## src/rtl/jk_link_pkg.sv

```systemverilog
// Shared types and frame layout for the player-state link scheduler.
package jk_link_pkg;

  localparam logic [7:0] HEADER_DEF = 8'hA5;
  localparam int         FRAME_LEN  = 6;

  typedef struct packed {
    logic [10:0] x;
    logic [10:0] y;
    logic [1:0]  level;
    logic [2:0]  skin;
  } player_state_t;

  typedef enum logic {TX_IDLE, TX_SEND}    tx_state_t;
  typedef enum logic {RX_HUNT, RX_COLLECT} rx_state_t;

  // Byte idx of the wire frame for snapshot s; B5 is the XOR of B1..B4.
  function automatic logic [7:0] frame_byte(input player_state_t s,
                                            input logic [2:0] idx,
                                            input logic [7:0] hdr);
    logic [7:0] b1, b2, b3, b4;
    b1 = s.x[7:0];
    b2 = {s.y[4:0], s.x[10:8]};
    b3 = {s.level, s.y[10:5]};
    b4 = {5'b0, s.skin};
    case (idx)
      3'd0:    frame_byte = hdr;
      3'd1:    frame_byte = b1;
      3'd2:    frame_byte = b2;
      3'd3:    frame_byte = b3;
      3'd4:    frame_byte = b4;
      3'd5:    frame_byte = b1 ^ b2 ^ b3 ^ b4;
      default: frame_byte = 8'h00;
    endcase
  endfunction

endpackage

```

## src/rtl/jk_link_rx.sv

```systemverilog
// RX half of the link: header hunt, inter-byte gap timer, checksum check
// and the remote-player register that only ever changes on a whole frame.
module jk_link_rx
  import jk_link_pkg::*;
#(
  parameter logic [7:0] HEADER        = HEADER_DEF,
  parameter int         RX_GAP_CYCLES = 200000
) (
  input  logic          clk_i,
  input  logic          rst_ni,
  input  logic [7:0]    rx_data_i,
  input  logic          rx_valid_i,
  input  logic          clr_valid_i,
  output player_state_t remote_o,
  output logic          remote_valid_o,
  output logic          frame_ok_o,
  output logic          frame_err_o
);

  localparam int GW = $clog2(RX_GAP_CYCLES + 1);

  rx_state_t       state_q, state_d;
  logic [2:0]      idx_q, idx_d;
  logic [3:0][7:0] b_q, b_d;
  logic [7:0]      xor_q, xor_d;
  logic [GW-1:0]   gap_q, gap_d;
  player_state_t   rem_q, rem_d;
  logic            vld_q, vld_d;
  logic            ok_q, ok_d;
  logic            err_q, err_d;
  logic            good;

  // Checksum and reserved skin bits are judged when B5 arrives.
  assign good = (xor_q == rx_data_i) && (b_q[3][7:3] == 5'b0);

  // Next-state: frame assembly, gap timeout and remote-state update.
  always_comb begin
    state_d = state_q;
    idx_d   = idx_q;
    b_d     = b_q;
    xor_d   = xor_q;
    gap_d   = gap_q;
    rem_d   = rem_q;
    vld_d   = vld_q & ~clr_valid_i;
    ok_d    = 1'b0;
    err_d   = 1'b0;
    case (state_q)
      RX_HUNT: begin
        gap_d = '0;
        if (rx_valid_i && rx_data_i == HEADER) begin
          state_d = RX_COLLECT;
          idx_d   = 3'd1;
          xor_d   = 8'h00;
        end
      end
      RX_COLLECT: begin
        if (rx_valid_i) begin
          gap_d = '0;
          if (idx_q == 3'(FRAME_LEN - 1)) begin
            state_d = RX_HUNT;
            if (good) begin
              rem_d = '{x:     {b_q[1][2:0], b_q[0]},
                        y:     {b_q[2][5:0], b_q[1][7:3]},
                        level: b_q[2][7:6],
                        skin:  b_q[3][2:0]};
              vld_d = 1'b1;
              ok_d  = 1'b1;
            end else begin
              err_d = 1'b1;
            end
          end else begin
            // A HEADER value here is plain data; no resync mid-frame.
            b_d[2'(idx_q - 3'd1)] = rx_data_i;
            xor_d = xor_q ^ rx_data_i;
            idx_d = idx_q + 3'd1;
          end
        end else if (gap_q == GW'(RX_GAP_CYCLES - 1)) begin
          state_d = RX_HUNT;
          gap_d   = '0;
          err_d   = 1'b1;
        end else begin
          gap_d = gap_q + 1'b1;
        end
      end
      default: state_d = RX_HUNT;
    endcase
  end

  // State register with synchronous active-low reset.
  always_ff @(posedge clk_i) begin
    if (!rst_ni) begin
      state_q <= RX_HUNT;
      idx_q   <= '0;
      b_q     <= '0;
      xor_q   <= '0;
      gap_q   <= '0;
      rem_q   <= '0;
      vld_q   <= 1'b0;
      ok_q    <= 1'b0;
      err_q   <= 1'b0;
    end else begin
      state_q <= state_d;
      idx_q   <= idx_d;
      b_q     <= b_d;
      xor_q   <= xor_d;
      gap_q   <= gap_d;
      rem_q   <= rem_d;
      vld_q   <= vld_d;
      ok_q    <= ok_d;
      err_q   <= err_d;
    end
  end

  assign remote_o       = rem_q;
  assign remote_valid_o = vld_q;
  assign frame_ok_o     = ok_q;
  assign frame_err_o    = err_q;

endmodule

```

## src/rtl/jk_link_sched.sv

```systemverilog
// Player-state link scheduler: frames the local player state onto one UART
// byte stream and rebuilds the remote player from the incoming stream.
// Optional link-loss watchdog: define JK_LINK_WATCHDOG_EN.
module jk_link_sched
  import jk_link_pkg::*;
#(
  parameter logic [7:0] HEADER        = HEADER_DEF,
  parameter int         RX_GAP_CYCLES = 200000
`ifdef JK_LINK_WATCHDOG_EN
  , parameter int       TIMEOUT_FRAMES = 30
`endif
) (
  input  logic        clk,
  input  logic        rst,
  input  logic        frame_tick,
  input  logic [10:0] x_pos,
  input  logic [10:0] y_pos,
  input  logic [1:0]  level,
  input  logic [2:0]  skin,
  output logic [7:0]  tx_data,
  output logic        tx_valid,
  input  logic        tx_ready,
  input  logic [7:0]  rx_data,
  input  logic        rx_valid,
  output logic [10:0] remote_x,
  output logic [10:0] remote_y,
  output logic [1:0]  remote_level,
  output logic [2:0]  remote_skin,
  output logic        remote_valid,
  output logic        frame_ok,
  output logic        frame_err
);

  tx_state_t     state_q, state_d;
  logic [2:0]    idx_q, idx_d;
  player_state_t snap_q, snap_d;
  logic          pend_q, pend_d;
  player_state_t live, remote;
  logic          clr_valid;

  assign live = '{x: x_pos, y: y_pos, level: level, skin: skin};

  // TX next-state: snapshot on tick, walk the bytes, chain a pending frame.
  always_comb begin
    state_d = state_q;
    idx_d   = idx_q;
    snap_d  = snap_q;
    pend_d  = pend_q;
    case (state_q)
      TX_IDLE: begin
        if (frame_tick) begin
          snap_d  = live;
          idx_d   = 3'd0;
          state_d = TX_SEND;
        end
      end
      TX_SEND: begin
        if (frame_tick) pend_d = 1'b1;
        if (tx_ready) begin
          if (idx_q == 3'(FRAME_LEN - 1)) begin
            // A tick landing on the last beat counts as pending too.
            if (pend_q || frame_tick) begin
              snap_d = live;
              idx_d  = 3'd0;
              pend_d = 1'b0;
            end else begin
              state_d = TX_IDLE;
            end
          end else begin
            idx_d = idx_q + 3'd1;
          end
        end
      end
      default: state_d = TX_IDLE;
    endcase
  end

  // TX state register with synchronous active-low reset.
  always_ff @(posedge clk) begin
    if (!rst) begin
      state_q <= TX_IDLE;
      idx_q   <= '0;
      snap_q  <= '0;
      pend_q  <= 1'b0;
    end else begin
      state_q <= state_d;
      idx_q   <= idx_d;
      snap_q  <= snap_d;
      pend_q  <= pend_d;
    end
  end

  // Bytes come from the registered snapshot, so they hold under backpressure.
  assign tx_valid = (state_q == TX_SEND);
  assign tx_data  = tx_valid ? frame_byte(snap_q, idx_q, HEADER) : 8'h00;

`ifdef JK_LINK_WATCHDOG_EN
  localparam int WW = $clog2(TIMEOUT_FRAMES + 1);
  logic [WW-1:0] wd_q, wd_d;
  logic          wd_exp;

  assign wd_exp = (wd_q == WW'(TIMEOUT_FRAMES));

  // Watchdog next-state: count ticks since the last good frame, saturating.
  always_comb begin
    wd_d = wd_q;
    if (frame_ok)                 wd_d = '0;
    else if (frame_tick && !wd_exp) wd_d = wd_q + 1'b1;
  end

  // Watchdog register.
  always_ff @(posedge clk) begin
    if (!rst) wd_q <= '0;
    else      wd_q <= wd_d;
  end

  // Hold off the clear in the cycle a fresh good frame is reported.
  assign clr_valid = wd_exp && !frame_ok;
`else
  assign clr_valid = 1'b0;
`endif

  jk_link_rx #(
    .HEADER        (HEADER),
    .RX_GAP_CYCLES (RX_GAP_CYCLES)
  ) u_rx (
    .clk_i          (clk),
    .rst_ni         (rst),
    .rx_data_i      (rx_data),
    .rx_valid_i     (rx_valid),
    .clr_valid_i    (clr_valid),
    .remote_o       (remote),
    .remote_valid_o (remote_valid),
    .frame_ok_o     (frame_ok),
    .frame_err_o    (frame_err)
  );

  assign remote_x     = remote.x;
  assign remote_y     = remote.y;
  assign remote_level = remote.level;
  assign remote_skin  = remote.skin;

endmodule

```

## config.mk

```make
export PLATFORM = sky130hd
export DESIGN_NAME = jk_link_sched
export DESIGN_NICKNAME = d
export VERILOG_FILES = /design/src/rtl/jk_link_pkg.sv /design/src/rtl/jk_link_rx.sv /design/src/rtl/jk_link_sched.sv
export SDC_FILE = /design/constraint.sdc
export NUM_CORES = 1
export LEC_CHECK = 0
export BUFFER_PORTS_ARGS = -buffer_cell sky130_fd_sc_hd__buf_4
export CAP_MARGIN = 20
export CORE_MARGIN = 2
export CORE_UTILIZATION = 57
export CTS_BUF_LIST = sky130_fd_sc_hd__clkbuf_16
export CTS_CLUSTER_SIZE = 24
export DETAILED_ROUTE_END_ITERATION = 12
export PLACE_DENSITY_LB_ADDON = 0.25
export SYNTH_ARGS = -nofsm -noshare
export SYNTH_HDL_FRONTEND = slang
export SYNTH_SLANG_ARGS = --single-unit
```

## constraint.sdc

```tcl
create_clock -name clk -period 2.3 [get_ports clk]
set_input_delay 0.115 -clock clk [delete_from_list [all_inputs] [get_ports clk]]
set_output_delay 0.115 -clock clk [all_outputs]
set_load 0.01 [all_outputs]
```

After elaboration in Yosys (flattened, before gate mapping)
Cells that the tools add are included.
- register bits: 124
- output and inout port bits: 39
- reductions and logical operators: 13
- $add $sub $neg: 4
- equality and inequality tests: 17
- muxes and demuxes: 45
- bitwise operators: 7
- magnitude comparators: 2
- operators with widths (cell ; count):
    27-bit 2-to-1 mux ; 4
    27-bit case mux with 2 select lines ; 1
    8-bit case mux with 6 select lines ; 1
    8-bit 2-to-1 mux ; 5
    18-bit 2-to-1 mux ; 2
    18-bit case mux with 2 select lines ; 1
    32-bit bitwise mux ; 1
    8-bit bitwise XOR ; 3
    3-bit 2-to-1 mux ; 7
    18-bit by 1-bit adder with 18-bit output, second input constant ; 1
    18-bit equality test, second input constant ; 1
    1-bit 2-to-1 mux ; 17
    8-bit demux with 2-bit select ; 1
    8-bit case mux with 2 select lines ; 1
    3-bit case mux with 2 select lines ; 2
    4-bit AND reduction ; 3
    3-bit equality test, second input constant ; 3
    3-bit AND reduction ; 3
    8-bit equality test ; 1
    8-bit equality test, second input constant ; 1
    2-bit != test, second input constant ; 4
    8-bit by 3-bit bitwise XOR with 8-bit output ; 1
    3-bit by 1-bit adder with 3-bit output, second input constant ; 2
    3-bit by 2-bit equality test with 1-bit output, second input constant ; 2
    13 further kinds ; 20

Longest topological paths before layout
- depth after elaboration: 6
- gate-level depth with buffers: 8
- gate-level depth less buffers: 6

Cells and area by module
A second synthesis with hierarchy kept.
- cells, all modules: 639
- area, all modules: 5492.8 um^2
- modules (own cells, without submodules) (module ; cells an instance ; area an instance (um^2) ; instances):
    jk_link_rx ; 423 ; 3736.1 ; 1
    jk_link_sched ; 216 ; 1756.7 ; 1

Least setup slack after synthesis
OpenSTA, ideal clock, no wires.
- path type: register -> output
- start: reg idx_q[1]
- end: out tx_data[5]
- cell stages (with the launch flop): 8
- slack: 0.533 ns
- data arrival time: 1.652 ns
- path buffers: 2
- cells stage by stage: dfxtp_1 clkbuf_1 and2_1 ha_1 buf_1 nand2b_1 o21ai_1 a41oi_1
- word-level cells in the longest chain between the ends: 3
- ends and longest elaborated chain (what ; RTL line ; RTL):
    from (decl) ; jk_link_sched.sv:35 ; logic [2:0] idx_q, idx_d;
    from (signal assigned) ; jk_link_sched.sv:87 ; idx_q <= idx_d;
    3-bit equality test, or another cell as far along ; jk_link_pkg.sv:26 ; case (idx)
    8-bit case mux with 6 select lines (*) ; jk_link_pkg.sv:26 ;
    8-bit 2-to-1 mux (*) ; jk_link_sched.sv:95 ; assign tx_data = tx_valid ? frame_byte(snap_q, idx_q, HEADER) : 8'h00;
    to (decl) ; jk_link_sched.sv:20 ; output logic [7:0] tx_data,
Every way passes the cells marked *; elsewhere a longest branch is shown, timed or not.

Worst setup path in the final report
- start: reg idx_q[1]
- end: out tx_data[0]
Same word-level chain as after synthesis.

==> impl_metrics.env <==
export IMPL_coreArea_mm2=0.009328
export IMPL_arrival_ns=2.05
export IMPL_p_leak_nw=2.676
export IMPL_combPwrFrac=0.073
export IMPL_syn_inst=652
export IMPL_yosysSeqAreaShare=0.4494
export IMPL_ir_drop_mv=0.4862
export IMPL_routed_wl_um=14620
export IMPL_rsz0062_at_grt="false"
export IMPL_hold_violations=0
export IMPL_cts_buffer_depth=2
export IMPL_maxUsedRoutingLayer="met4"
export IMPL_grt_pass1_vias=4976
export IMPL_fmax_mhz=461.4
export IMPL_crit_chain="and2_1 > ha_2 > nand2b_1 > o21ai_2 > buf_4 > a21oi_1 > buf_4"
export IMPL_crit_required_ns=2.18
export IMPL_switching_share=0.2380
export IMPL_intPower_w=0.003943
export IMPL_drive_gt1_frac=0.1950
export IMPL_criticalPathCategory="flip-flop to output port"
export IMPL_cap_violations=0
export IMPL_drv_slew=0
export IMPL_period_needed_ns=2.167
export IMPL_portBuffers=78
export IMPL_grt_max_degree=70
export IMPL_yosysMostFrequentCell="dfxtp_1"
export IMPL_hp_class="input port to flip-flop"
export IMPL_wl_met3_um=951
export IMPL_vias=5258
export IMPL_overflow=0
export IMPL_synth_largest_area_cell="dfxtp_1"
export IMPL_synth_area_top_cells="dfxtp_1 (45%), a21oi_1 (7.7%), nand2_1 (6.0%)"
export IMPL_ys_seq_elements=124
export IMPL_fin_nets=792
export IMPL_seq_power_share=0.430
export IMPL_cts_tree="built"
export IMPL_dieHeight_um=102.4
export IMPL_synth_top_area_frac=0.4494
export IMPL_multi_input_area_mm2=0.002791
export IMPL_drc=0
export IMPL_hpwl_um=8751
export IMPL_cts_sinks=124
export IMPL_crit_fanout=13
export IMPL_status="finished, final reports clean"
export IMPL_clkSlewWorstSetupHoldPaths_ns=0.06
export IMPL_synth_edf_count=0
export IMPL_areaGrowthSynthToFinish_pct=28.18
export IMPL_yosys_cell_types_count=53
export IMPL_regArea_mm2=0.002486
export IMPL_first_pass_iters=5
export IMPL_cp_start_kind="flip-flop"
export IMPL_syn_nets=698
export IMPL_gp_congestion=0.8724
export IMPL_relSlewSlack=0.6060
export IMPL_antenna_left=0
export IMPL_syn_cell_area_mm2=0.005524
export IMPL_die_area_mm2=0.01050
export IMPL_ios=79
export IMPL_postCtsSetupBuffers=0
export IMPL_place_area_mm2=0.006203
export IMPL_setup_tns_final_ns=0
export IMPL_wirelength_met1_um=6336
export IMPL_cts_root_buf="clkbuf_16"
export IMPL_slowest_delay_ns=0.43
export IMPL_synth_main_ff_cell="dfxtp_1"
export IMPL_detail_route_iter0_violations=482
export IMPL_worstMarginPinSlew_ns=0.5902
export IMPL_clock_skew_ns=0.01070
export IMPL_postSynthAreaPerCell_um2=8.472
export IMPL_fillers=661
export IMPL_end_kind="output port"
export IMPL_p_switching_w=0.001232
export IMPL_wire_per_inst_um=16.46
export IMPL_async_flop_share=0
export IMPL_grt_first_pass_wirelength_um=23780
export IMPL_final_cells=888
export IMPL_post_place_ws_ns=0.3637
export IMPL_cts_max_level=4
export IMPL_grt_antenna_before_repair=0
export IMPL_antennaDiodeCount=0
export IMPL_timing_final_crit_share=0.9424
export IMPL_vias_per_cell=5.921
export IMPL_worst_hold_slack_ns=0.01866
export IMPL_stdcell_area_mm2=0.007081
export IMPL_wl_met2_um=6783
export IMPL_clock_latency_ns=0.41
export IMPL_die_w_um=102.4
export IMPL_slowest_stage="dfxtp_2"
export IMPL_fp_row_count=35
export IMPL_setup_violations_final=0
export IMPL_place_inst=827
export IMPL_crit_top_cell="buf_4"
export IMPL_gr_usage_all_layers=0.2878
export IMPL_cts_buffers=17
export IMPL_setup_slack_ns=0.1326
export IMPL_initial_utilization=0.5922
export IMPL_power_share_clock=0.497
export IMPL_synth_commonest_cells="dfxtp_1 (124), nand2_1 (89), a21oi_1 (85)"
export IMPL_powerDensity_mw_per_mm2=730.8
export IMPL_yosysWarnings=0
cells in the final DEF (no fill, tap or decap), drive strengths merged, types with 3 or more instances in the layout:
cell / synthesis / layout
nor3: 8 / 8
mux2i: 24 / 24
or2: 8 / 8
a21oi: 86 / 86
or3: 5 / 5
nand4: 34 / 34
a222oi: 5 / 5
clkinv: 0 / 10
and4: 3 / 3
dfxtp: 124 / 124
nor2b: 4 / 4
inv: 11 / 11
buf: 21 / 96
o21ai: 12 / 12
nand2: 89 / 89
xnor2: 32 / 32
clkinvlp: 0 / 3
xor2: 7 / 7
nand3: 28 / 28
nor4: 4 / 4
clkbuf: 29 / 17
o31ai: 28 / 28
ha: 6 / 6
nor2: 45 / 45
dlygate4sd3: 0 / 29
and3: 4 / 4
nand3b: 5 / 5
state kept, by name, summed over array words and instances (netlist names):
name and flops:
u_rx.idx_q 3, u_rx.remote_o 27, tx_valid 1, u_rx.frame_ok_o 1
snap_q 27, u_rx.frame_err_o 1, u_rx.state_q 1, u_rx.remote_valid_o 1
u_rx.xor_q 8, u_rx.gap_q 18, idx_q 3, u_rx.b_q 32
pend_q 1
power groups by stage:
stage / clock, W / combinational (W) / sequential (W)
floorplan: 0 / 0.000202 / 0.00225
global placement: 0 / 0.000315 / 0.00227
detailed placement: 0 / 0.000322 / 0.00227
CTS: 0.00260 / 0.000365 / 0.00222
global route: 0.00269 / 0.000407 / 0.00223
finish: 0.00257 / 0.000377 / 0.00223
repair_timing:
action / 4_1_cts / 5_1_grt
endpoints found under the setup margin: 6 / 8
cloned: 0 / 0
pin swaps: 0 / 0
hold endpoints to repair: 31 / 0
gates resized for setup: 2 / 3
hold buffers: 29 / 0
worst paths after layout:
path | slack (ns) | end | start | depth (start not counted)
setup / recovery | 0.13 | tx_data[0] | idx_q[1] | 7
hold reg to reg | 0.46 | u_rx.gap_q[0] | u_rx.gap_q[0] | 1
setup reg to reg | 0.33 | u_rx.state_q | u_rx.gap_q[8] | 4
hold / removal | 0.02 | tx_valid | frame_tick | 3
cell families (layout without fill, tap and decap cells):
kind of cell	count (synthesis)	after routing	share of synthesized area
buf+inv	61	168	0.04711
flops	124	124	0.4494
mux	24	24	0.04349
xor+xnor	39	39	0.06184
compound gates	149	149	0.1631
fa+ha+maj	6	6	0.01359
simple gates	249	249	0.2215
worst max-delay path: cells and delay by family, from the launching register on:
kind                     cells  cell delay [ns]
AO/OA/AOI/OAI                2             0.26
adder cells (fa/ha/maj)      1             0.28
buffers and inverters        2             0.36
flip-flops                   1             0.43
AND/OR/NAND/NOR              2             0.31
layer usage:
layer,up-vias,global-route usage
li1,2501,-
met4,0,0.1333
met2,237,0.4495
met1,2452,0.3738
met5,-,0
met3,68,0.07456
through the flow:
| stage | total power [W] | utilization |
|---|---|---|
| global placement | 0.002580 | 0.6651 |
| floorplan | 0.002454 | - |
| finish | 0.005175 | 0.7591 |
| CTS | 0.005184 | 0.7583 |
| detailed placement | 0.002589 | 0.6651 |
| global route | 0.005328 | 0.7591 |
final cells by class:
class,instances,share of cell area
multi-input cells,467,0.3942
inverters,11,0.005831
repair buffers,125,0.1445
clock inverters,15,0.02138
flip-flops and latches,124,0.3511
clock buffers,17,0.06008
well taps,129,0.02280
No activity file was read; power rests on OpenSTA's default activity.
